==> config.mk <==
export PLATFORM = sky130hd
export DESIGN_NAME = i_cache_sa
export DESIGN_NICKNAME = d
export VERILOG_FILES = /design/src/rtl/i_cache_sa.sv
export SDC_FILE = /design/constraint.sdc
export NUM_CORES = 2
export LEC_CHECK = 0
export ABC_AREA = 1
export BUFFER_PORTS_ARGS = -buffer_cell sky130_fd_sc_hd__clkbuf_2
export CORE_MARGIN = 1
export CORE_UTILIZATION = 60
export DETAILED_ROUTE_END_ITERATION = 16
export GPL_ROUTABILITY_DRIVEN = 0
export PLACE_DENSITY_LB_ADDON = 0.1
export SLEW_MARGIN = 15
export SYNTH_ARGS = -nofsm -noshare
export SYNTH_HDL_FRONTEND = slang
export SYNTH_SLANG_ARGS = --single-unit
==> constraint.sdc <==
create_clock -name clk -period 20.1 [get_ports clk]
set_clock_uncertainty 0.1 [all_clocks]
set_input_delay 3.015 -clock clk [delete_from_list [all_inputs] [get_ports clk]]
set_output_delay 3.015 -clock clk [all_outputs]
set_load 0.01 [all_outputs]
==> src/rtl/i_cache_sa.sv <==
// Set-associative instruction cache: per-set tree-PLRU replacement, line fills over a
// valid/ready memory port, set-by-set flush and wrapping hit/miss counters.
module i_cache_sa #(
    parameter int SETS       = 4,
    parameter int WAYS       = 4,
    parameter int LINE_WORDS = 4
) (
    input  logic                     clk,
    input  logic                     rst,
    input  logic                     core_req_valid,
    output logic                     core_req_ready,
    input  logic [31:0]              core_req_addr,
    output logic                     core_rsp_valid,
    output logic [31:0]              core_rsp_instr,
    output logic [31:0]              core_rsp_addr,
    input  logic                     flush,
    output logic                     mem_req_valid,
    input  logic                     mem_req_ready,
    output logic [31:0]              mem_req_addr,
    input  logic                     mem_rsp_valid,
    input  logic [32*LINE_WORDS-1:0] mem_rsp_data,
    output logic [31:0]              hit_count,
    output logic [31:0]              miss_count
);
    localparam int OFF_W = $clog2(LINE_WORDS * 4);
    localparam int IDX_W = $clog2(SETS);
    localparam int TAG_W = 32 - OFF_W - IDX_W;
    localparam int SET_W = (IDX_W > 0) ? IDX_W : 1;
    localparam int WAY_W = $clog2(WAYS);
    localparam int WRD_W = OFF_W - 2;

    localparam logic [2:0] IDLE      = 3'd0;
    localparam logic [2:0] LOOKUP    = 3'd1;
    localparam logic [2:0] MISS_REQ  = 3'd2;
    localparam logic [2:0] MISS_WAIT = 3'd3;
    localparam logic [2:0] RESPOND   = 3'd4;
    localparam logic [2:0] FLUSH     = 3'd5;

    logic [2:0]                   state_q, state_d;
    logic [31:0]                  addr_q, addr_d;
    logic                         pend_q, pend_d;
    logic [SET_W-1:0]             fset_q, fset_d;
    logic [WAY_W-1:0]             way_q, way_d;
    logic [31:0]                  hit_cnt_q, miss_cnt_q;

    logic [WAYS-1:0]              valid_q [SETS];
    logic [WAYS-2:0]              plru_q  [SETS];
    logic [TAG_W-1:0]             tag_q   [SETS][WAYS];
    logic [32*LINE_WORDS-1:0]     data_q  [SETS][WAYS];

    logic [SET_W-1:0]             set_idx;
    logic [TAG_W-1:0]             tag;
    logic [WRD_W-1:0]             word_sel;
    logic                         hit, found_free;
    logic [WAY_W-1:0]             hit_way, victim, rd_way;
    logic                         lookup_hit, lookup_miss, fill;

    // Each node bit is set to point away from the accessed way's half.
    function automatic logic [WAYS-2:0] plru_touch(input logic [WAYS-2:0] tree,
                                                  input logic [WAY_W-1:0] way);
        logic [WAYS-2:0] t;
        int node;
        t    = tree;
        node = 0;
        for (int lvl = 0; lvl < WAY_W; lvl++) begin
            for (int n = 0; n < WAYS - 1; n++)
                if (n == node) t[n] = ~way[WAY_W-1-lvl];
            node = 2 * node + 1 + int'(way[WAY_W-1-lvl]);
        end
        return t;
    endfunction

    function automatic logic [WAY_W-1:0] plru_victim(input logic [WAYS-2:0] tree);
        logic b;
        int   node;
        node = 0;
        for (int lvl = 0; lvl < WAY_W; lvl++) begin
            b = 1'b0;
            for (int n = 0; n < WAYS - 1; n++)
                if (n == node) b = tree[n];
            node = 2 * node + 1 + int'(b);
        end
        return WAY_W'(node - (WAYS - 1));
    endfunction

    assign set_idx  = SET_W'((addr_q >> OFF_W) & 32'(SETS - 1));
    assign tag      = addr_q[31:OFF_W+IDX_W];
    assign word_sel = addr_q[OFF_W-1:2];

    // NOTE: every signal written in an always_comb gets a default first, so no latch is inferred.
    always_comb begin
        hit        = 1'b0;
        hit_way    = '0;
        found_free = 1'b0;
        victim     = plru_victim(plru_q[set_idx]);
        for (int w = 0; w < WAYS; w++) begin
            if (valid_q[set_idx][w] && tag_q[set_idx][w] == tag) begin
                hit     = 1'b1;
                hit_way = WAY_W'(w);
            end
            if (!found_free && !valid_q[set_idx][w]) begin
                found_free = 1'b1;
                victim     = WAY_W'(w);
            end
        end
    end

    assign lookup_hit  = (state_q == LOOKUP) && hit;
    assign lookup_miss = (state_q == LOOKUP) && !hit;
    assign fill        = (state_q == MISS_WAIT) && mem_rsp_valid;
    assign rd_way      = (state_q == RESPOND) ? way_q : hit_way;

    assign core_req_ready = !rst && !flush && ((state_q == IDLE) || lookup_hit);
    assign core_rsp_valid = lookup_hit || (state_q == RESPOND);
    assign core_rsp_instr = core_rsp_valid ? data_q[set_idx][rd_way][32*word_sel +: 32] : '0;
    assign core_rsp_addr  = core_rsp_valid ? addr_q : '0;
    assign mem_req_valid  = (state_q == MISS_REQ);
    assign mem_req_addr   = mem_req_valid ? {addr_q[31:OFF_W], {OFF_W{1'b0}}} : '0;
    assign hit_count      = hit_cnt_q;
    assign miss_count     = miss_cnt_q;

    always_comb begin
        state_d = state_q;
        addr_d  = addr_q;
        pend_d  = pend_q;
        fset_d  = fset_q;
        way_d   = way_q;
        case (state_q)
            IDLE: begin
                if (flush) begin
                    state_d = FLUSH;
                    fset_d  = '0;
                end else if (core_req_valid) begin
                    state_d = LOOKUP;
                    addr_d  = core_req_addr;
                end
            end
            LOOKUP: begin
                if (hit) begin
                    if (flush) begin
                        state_d = FLUSH;
                        fset_d  = '0;
                    end else if (core_req_valid) begin
                        addr_d = core_req_addr;
                    end else begin
                        state_d = IDLE;
                    end
                end else begin
                    state_d = MISS_REQ;
                    pend_d  = flush;
                end
            end
            MISS_REQ: begin
                pend_d = pend_q | flush;
                if (mem_req_ready) state_d = MISS_WAIT;
            end
            MISS_WAIT: begin
                pend_d = pend_q | flush;
                if (mem_rsp_valid) begin
                    state_d = RESPOND;
                    way_d   = victim;
                end
            end
            RESPOND: begin
                if (pend_q || flush) begin
                    state_d = FLUSH;
                    fset_d  = '0;
                    pend_d  = 1'b0;
                end else begin
                    state_d = IDLE;
                end
            end
            FLUSH: begin
                fset_d = fset_q + 1'b1;
                if (fset_q == SET_W'(SETS - 1)) state_d = IDLE;
            end
            default: state_d = IDLE;
        endcase
    end

    // NOTE: sequential state uses non-blocking assignments so every flop samples pre-edge values.
    always_ff @(posedge clk or posedge rst) begin
        if (rst) begin
            state_q    <= IDLE;
            addr_q     <= '0;
            pend_q     <= 1'b0;
            fset_q     <= '0;
            way_q      <= '0;
            hit_cnt_q  <= '0;
            miss_cnt_q <= '0;
        end else begin
            state_q <= state_d;
            addr_q  <= addr_d;
            pend_q  <= pend_d;
            fset_q  <= fset_d;
            way_q   <= way_d;
            if (lookup_hit)  hit_cnt_q  <= hit_cnt_q + 32'd1;
            if (lookup_miss) miss_cnt_q <= miss_cnt_q + 32'd1;
        end
    end

    always_ff @(posedge clk or posedge rst) begin
        if (rst) begin
            for (int s = 0; s < SETS; s++) begin
                valid_q[s] <= '0;
                plru_q[s]  <= '0;
            end
        end else if (state_q == FLUSH) begin
            valid_q[fset_q] <= '0;
            plru_q[fset_q]  <= '0;
        end else if (lookup_hit) begin
            plru_q[set_idx] <= plru_touch(plru_q[set_idx], hit_way);
        end else if (fill) begin
            valid_q[set_idx][victim] <= 1'b1;
            plru_q[set_idx]          <= plru_touch(plru_q[set_idx], victim);
        end
    end

    // NOTE: tag and data arrays are not reset; the valid bits alone decide whether they are used.
    always_ff @(posedge clk) begin
        if (fill) begin
            tag_q[set_idx][victim]  <= tag;
            data_q[set_idx][victim] <= mem_rsp_data;
        end
    end

endmodule

; Yosys cells after proc, flatten, opt, wreduce, memory -nomap -nowiden
; Memories as Yosys holds them, arrays and structs flattened.
; Index checks and enable logic that the tools add are counted.
[totals]
ff_bits = 132
ram_bits = 2464
input_bits = 166
mem_count = 2
[op_classes]
n_addsub = 9
magnitude_cmp = 9
n_eq_ne = 25
shifts = 1
muxes = 97
n_bitwise = 14
n_reduce_logical = 43
[mem_list]
columns = name, depth, width, read_ports, rd_clocked_by_memory_dff, write_ports, line
row1 = data_q, 4, 512, 1, 0, 1, 49  ; logic [32*LINE_WORDS-1:0] data_q [SETS][WAYS];
row2 = tag_q, 4, 104, 1, 0, 1, 48  ; logic [TAG_W-1:0] tag_q [SETS][WAYS];
[op_table]
columns = operator, n
row1 = 512-bit two-way mux, 1
row2 = 128-bit two-way mux, 3
row3 = 128-bit binary-select mux with 2-bit select, 1
row4 = 128-bit demux with 2-bit select, 1
row5 = 32-bit two-way mux, 6
row6 = 128-bit by 8-bit indexed part select with 32-bit output, 1
row7 = 26-bit equality test, 4
row8 = 104-bit two-way mux, 1
row9 = 32-bit logical NOT, 3
row10 = "32-bit by 1-bit adder with 32-bit output, second input constant", 2
row11 = 32-bit case mux with 2 select lines, 1
row12 = 26-bit demux with 2-bit select, 1
row13 = 16-bit two-way mux, 3
row14 = 3-bit two-way mux, 13
row15 = 1-bit two-way mux, 36
row16 = 12-bit two-way mux, 3
row17 = 26-bit two-way mux, 1
row18 = 12-bit bitwise mux, 2
row19 = 2-bit two-way mux, 10
row20 = 3-bit case mux with 6 select lines, 1
row21 = 16-bit AND, 1
row22 = 4-bit demux with 2-bit select, 2
row23 = 1-bit logical AND, 16
row24 = 4-bit two-way mux, 4
row25 = 41 further kinds, 81

; Logic depth before layout (Yosys ltp)
[depth]
depth_word = 25
mapped_depth = 26
ltp_nobuf = 22

; Worst setup path after synthesis
; Ideal clock, no wire load.
[synth_path]
kind = input-to-reg
startpoint = input mem_rsp_valid
endpoint = memory data_q[0][384] (netlist bit) (enable)
arrival_ps = 9838
setup_slack_ps = 9491
path_stages = 4
path_buffers = 0
cell_sequence = nand2_1 > inv_1 > nand3_1 > nor2_1
[synth_between]
elab_chain_cells = 3
[synth_rtl]
columns = element, line
row1 = from (decl), 20  ; input logic mem_rsp_valid,
row2 = 1-bit logical AND, 110  ; assign fill = (state_q == MISS_WAIT) && mem_rsp_valid;
row3 = 1-bit two-way mux, 221  ; if (fill) begin
row4 = 512-bit two-way mux (not written as such), 223  ; data_q[set_idx][victim] <= mem_rsp_data;
row5 = to (decl), 49
; No other way between the ends.

; Final worst setup path
[layout_path]
startpoint = register addr_q[4]
endpoint = output core_rsp_instr[28]
[layout_between]
elab_chain_cells = 15
elab_cells_between_ends = 30
classes_between = 4 x eq/ne / 1 x shift / 15 x mux / 2 x bitwise / 6 x reduce/logical / 2 x memory
[layout_rtl]
columns = element, line
row1 = from (decl), 40  ; logic [31:0] addr_q, addr_d;
row2 = from (signal assigned), 193  ; addr_q <= addr_d;
row3 = branches (longest 14 deep; another with memory 4 x 104 bit), n/a
row4 = 32-bit two-way mux *, 115  ; assign core_rsp_instr = core_rsp_valid ? data_q[set_idx][rd_way][32*word_sel +: 32] : '0;
row5 = to (decl), 14  ; output logic [31:0] core_rsp_instr,
; Mark *: on every way between the ends. The select of a mux whose other input is x is not followed.

==> results.ini <==
[clock_tree]
worst_skew_pair_latency_ps = 910
clkTransAtPathRegs_ps = 60
post_cts.repair.setup_buffers = 0
cts.sink_count = 2596
cts.htree.levels = 5
ctsRootBufferMaster = sky130_fd_sc_hd__clkbuf_16
tritoncts_buffer_count = 275
clock_path_buffers = 4
cts_hold_buffers = 0
postCtsResizedCells = 0
tritoncts = done

[logic_synthesis]
netlist_top_cells_area = sky130_fd_sc_hd__edfxtp_1 (72%), sky130_fd_sc_hd__o22ai_1 (6.3%), sky130_fd_sc_hd__nand2_1 (5.7%)
number_of_synthesized_flops_with_an_enable_pin = 2464
post_synth.cell_area_avg_sq_um = 13.1
ys_async_sr_fraction_pct = 5.08
synth-compound-area-share_pct = 7.30
ys_seq_area_share_pct = 75.6
synth_fa_ha_area_share_pct = 0.0734
ys.warnings.count = 0
synth_top_area_share_pct = 72.4
synth_simple_gate_area_share_pct = 13.8
flip_flop_cell_with_the_highest_count_after_synthesis = sky130_fd_sc_hd__edfxtp_1
syn-cell-area_sq_um = 102000
synthDistinctLibCells = 50
synthesis.instances = 7829
yosys_register_bits = 2596
synth_top_cell_by_area = sky130_fd_sc_hd__edfxtp_1
combinational_family_with_the_most_area_after_synthesis = simple AND/OR/NAND/NOR gates
synth-xor-area-share_pct = 0.574
synth.mux.area_fraction_pct = 0.132

[critical_path]
startpoint = addr_q[4]$_DFFE_PP0P_
timing.setup.critical_path_class = flop to output port
cp_slowest_cell = sky130_fd_sc_hd__nand2_8
launching_element_type_of_the_critical_path = flop
cp_data_arrival_time_ps = 8190
cpLargestDelayFamily = simple AND/OR/NAND/NOR gates
critical_path.most_common_cell = sky130_fd_sc_hd__nand2_1
critical_path.endpoint_type = output port
critical_path_s_largest_stage_delay_ps = 880
timing.critical_path.buf_inv = 5
timing.critical_path.cells = buf_4 -> buf_4 -> nor2_4 -> buf_4 -> nand2_1 -> o21ai_0 -> nor2_1 -> nand4_1 -> nor2_1 -> nand2_1 -> nor2_2 -> nand2_1 -> nand2_1 -> nand2_8 -> nand2_8 -> buf_12 -> nand2_1 -> nand3_1 -> nand3_1 -> nand2_1 -> nand2_1 -> nand2_1 -> clkbuf_2
path_max_fanout = 151
timing.rr.start = addr_q[4]$_DFFE_PP0P_
required_time_of_the_critical_path_ps = 16990

[power_and_ir_drop]
power.ir.vdd_worst_v = 0.000123
powerDensity_nw_per_um2 = 143
p_leak_nw = 40.1
total_power_mw = 16.3

[run_status]
status = complete, no violations

[drt]
initialDrtViolationCount = 10300
drt_wirelength_um = 308000
final_routed_wire_length_divided_by_cell_count_um = 29.3
drt_pre_antenna_iters = 9
routed-wl-met3_um = 34600
detail-route-antenna-nets = 0
route.detailed.vias_per_inst = 6.61
dr_wl_met2_um = 141000
met1_wire_length_um = 112000
highest_layer = met5
dr_total_vias = 69500
route.detailed.drc = 0

[finish]
final_cells = 10500
area.growth.synth_to_final_pct = 11.7
final_layout_size_suffix_gt1_share_pct = 10.2
num-nets-final = 8260
most_common_cell_after_layout_fill_and_taps_aside = sky130_fd_sc_hd__edfxtp_1
mostFrequentLayoutCells = sky130_fd_sc_hd__edfxtp_1 (2464), sky130_fd_sc_hd__nand2_1 (1548), sky130_fd_sc_hd__o22ai_1 (1032)

[sta]
fmaxAchievable_mhz = 88.4
setup_total_negative_slack_ps = 0
worst-slew-pin-transition_ps = 1290
finalHoldViolations = 0
min_cycle_time_layout_ps = 11310
slew_headroom_pct = 14.1
final.period_utilization_pct = 56.3
setup_violations = 0
timing.final.max_slew_violations = 0
rsz0062_at_grt = no
worst_hold_slack_across_all_endpoints_ps = 387

[floorplanning]
num_io_pins = 329
core.rowCount = 151
fp.dieH_um = 415
die_area_sq_um = 172000
floorplan.initialDensity_pct = 60.4
width_of_the_die_um = 415
core_region_area_sq_um = 169000

[job]
maxCapViolations = 0

[placed_design]
place.detailed.hpwl_um = 170000
io_buffer_count = 324
dp_cells = 10000

[worst_hold_path]
worst_hold_startpoint = valid_q[4]$_DFFE_PP0P_
hold_class = flop to flop

[global_routing]
grt_util_all_layers_pct = 35.4
global_route.overflow_total = 0
grt_antenna_before_repair = 47
grt_pass1_vias = 64900
grt_max_degree = 194
grt_pass1_wl_um = 444000

metrics by stage:
stage	area, sq um	utilization, %	worst slack (ps)
floorplan	102000	-	9490
global placement	106000	62.5	9880
detailed placement	106000	62.5	9900
CTS	114000	67.4	8930
global route	114000	67.4	8530
finish	114000	67.4	8790
worst paths after layout:
| path | slack, ps | depth (start not counted) | end |
|---|---|---|---|
| min in group asynchronous | 2140 | 2 | miss_count[16]$_DFFE_PP0P_ |
| worst max register to register | 12080 | 17 | data_q[3][501]$_DFFE_PP_ |
| worst min register to register | 390 | 2 | valid_q[4]$_DFFE_PP0P_ |
| worst min-delay path | 390 | 2 | valid_q[4]$_DFFE_PP0P_ |
| worst max-delay path | 8790 | 23 | core_rsp_instr[28] |
| max in group asynchronous | 16660 | 3 | hit_count[28]$_DFFE_PP0N_ |
worst register-to-register path, delay by kind of cell (launching register included):
kind / cells / cell delay, ps
buf+inv: 6 / 3670
simple gates: 8 / 2110
compound gates: 3 / 900
flops: 1 / 790
power breakdown:
part / leakage (nW) / internal, mW / switching (mW)
registers: 23.8 / 6.23 / 0.216
logic: 12.3 / 1.28 / 3.77
clock network: 4.06 / 2.79 / 2.00
flip-flops by register name (all words and copies together) (netlist names), 2 cells and up:
register    cells
data_q       2048
tag_q         416
addr_q         32
hit_count      32
miss_count     32
valid_q        16
plru_q         12
state_q         3
fset_q          2
way_q           2
Yosys cell counts, types with 51 or more instances:
cell,count
sky130_fd_sc_hd__clkbuf_1,246
sky130_fd_sc_hd__nand3_1,845
sky130_fd_sc_hd__a21oi_1,79
sky130_fd_sc_hd__xor2_1,51
sky130_fd_sc_hd__dfrtp_1,132
sky130_fd_sc_hd__edfxtp_1,2464
sky130_fd_sc_hd__o22ai_1,1032
sky130_fd_sc_hd__inv_1,144
sky130_fd_sc_hd__nand2_1,1553
sky130_fd_sc_hd__buf_2,121
sky130_fd_sc_hd__nor2_1,769
sky130_fd_sc_hd__nand4_1,64
metal layers:
layer,vias to the layer above,global-route usage [%]
met5,-,0
met4,16,21.7
met3,844,6.70
met2,4828,53.7
met1,34100,48.0
li1,29600,-
final cells by class:
cell class                      instances  area, sq um
Clock inverter                        112          943
Fill cell                           11900        55100
Multi-Input combinational cell       4629        22500
Timing Repair Buffer                  431         2570
Sequential cell                      2596        77300
Tap cell                             2218         2780
Inverter                              155          591
Antenna cell                           25         62.6
Clock buffer                          349         7380
kinds of logic after synthesis:
group / Yosys count
AO/OA/AOI/OAI: 1200
XOR/XNOR: 67
adder cells (fa/ha/maj): 6
buffers and inverters: 607
flip-flops: 2596
multiplexers: 12
other: 1
AND/OR/NAND/NOR: 3340
(Power assumes the default switching activity.)
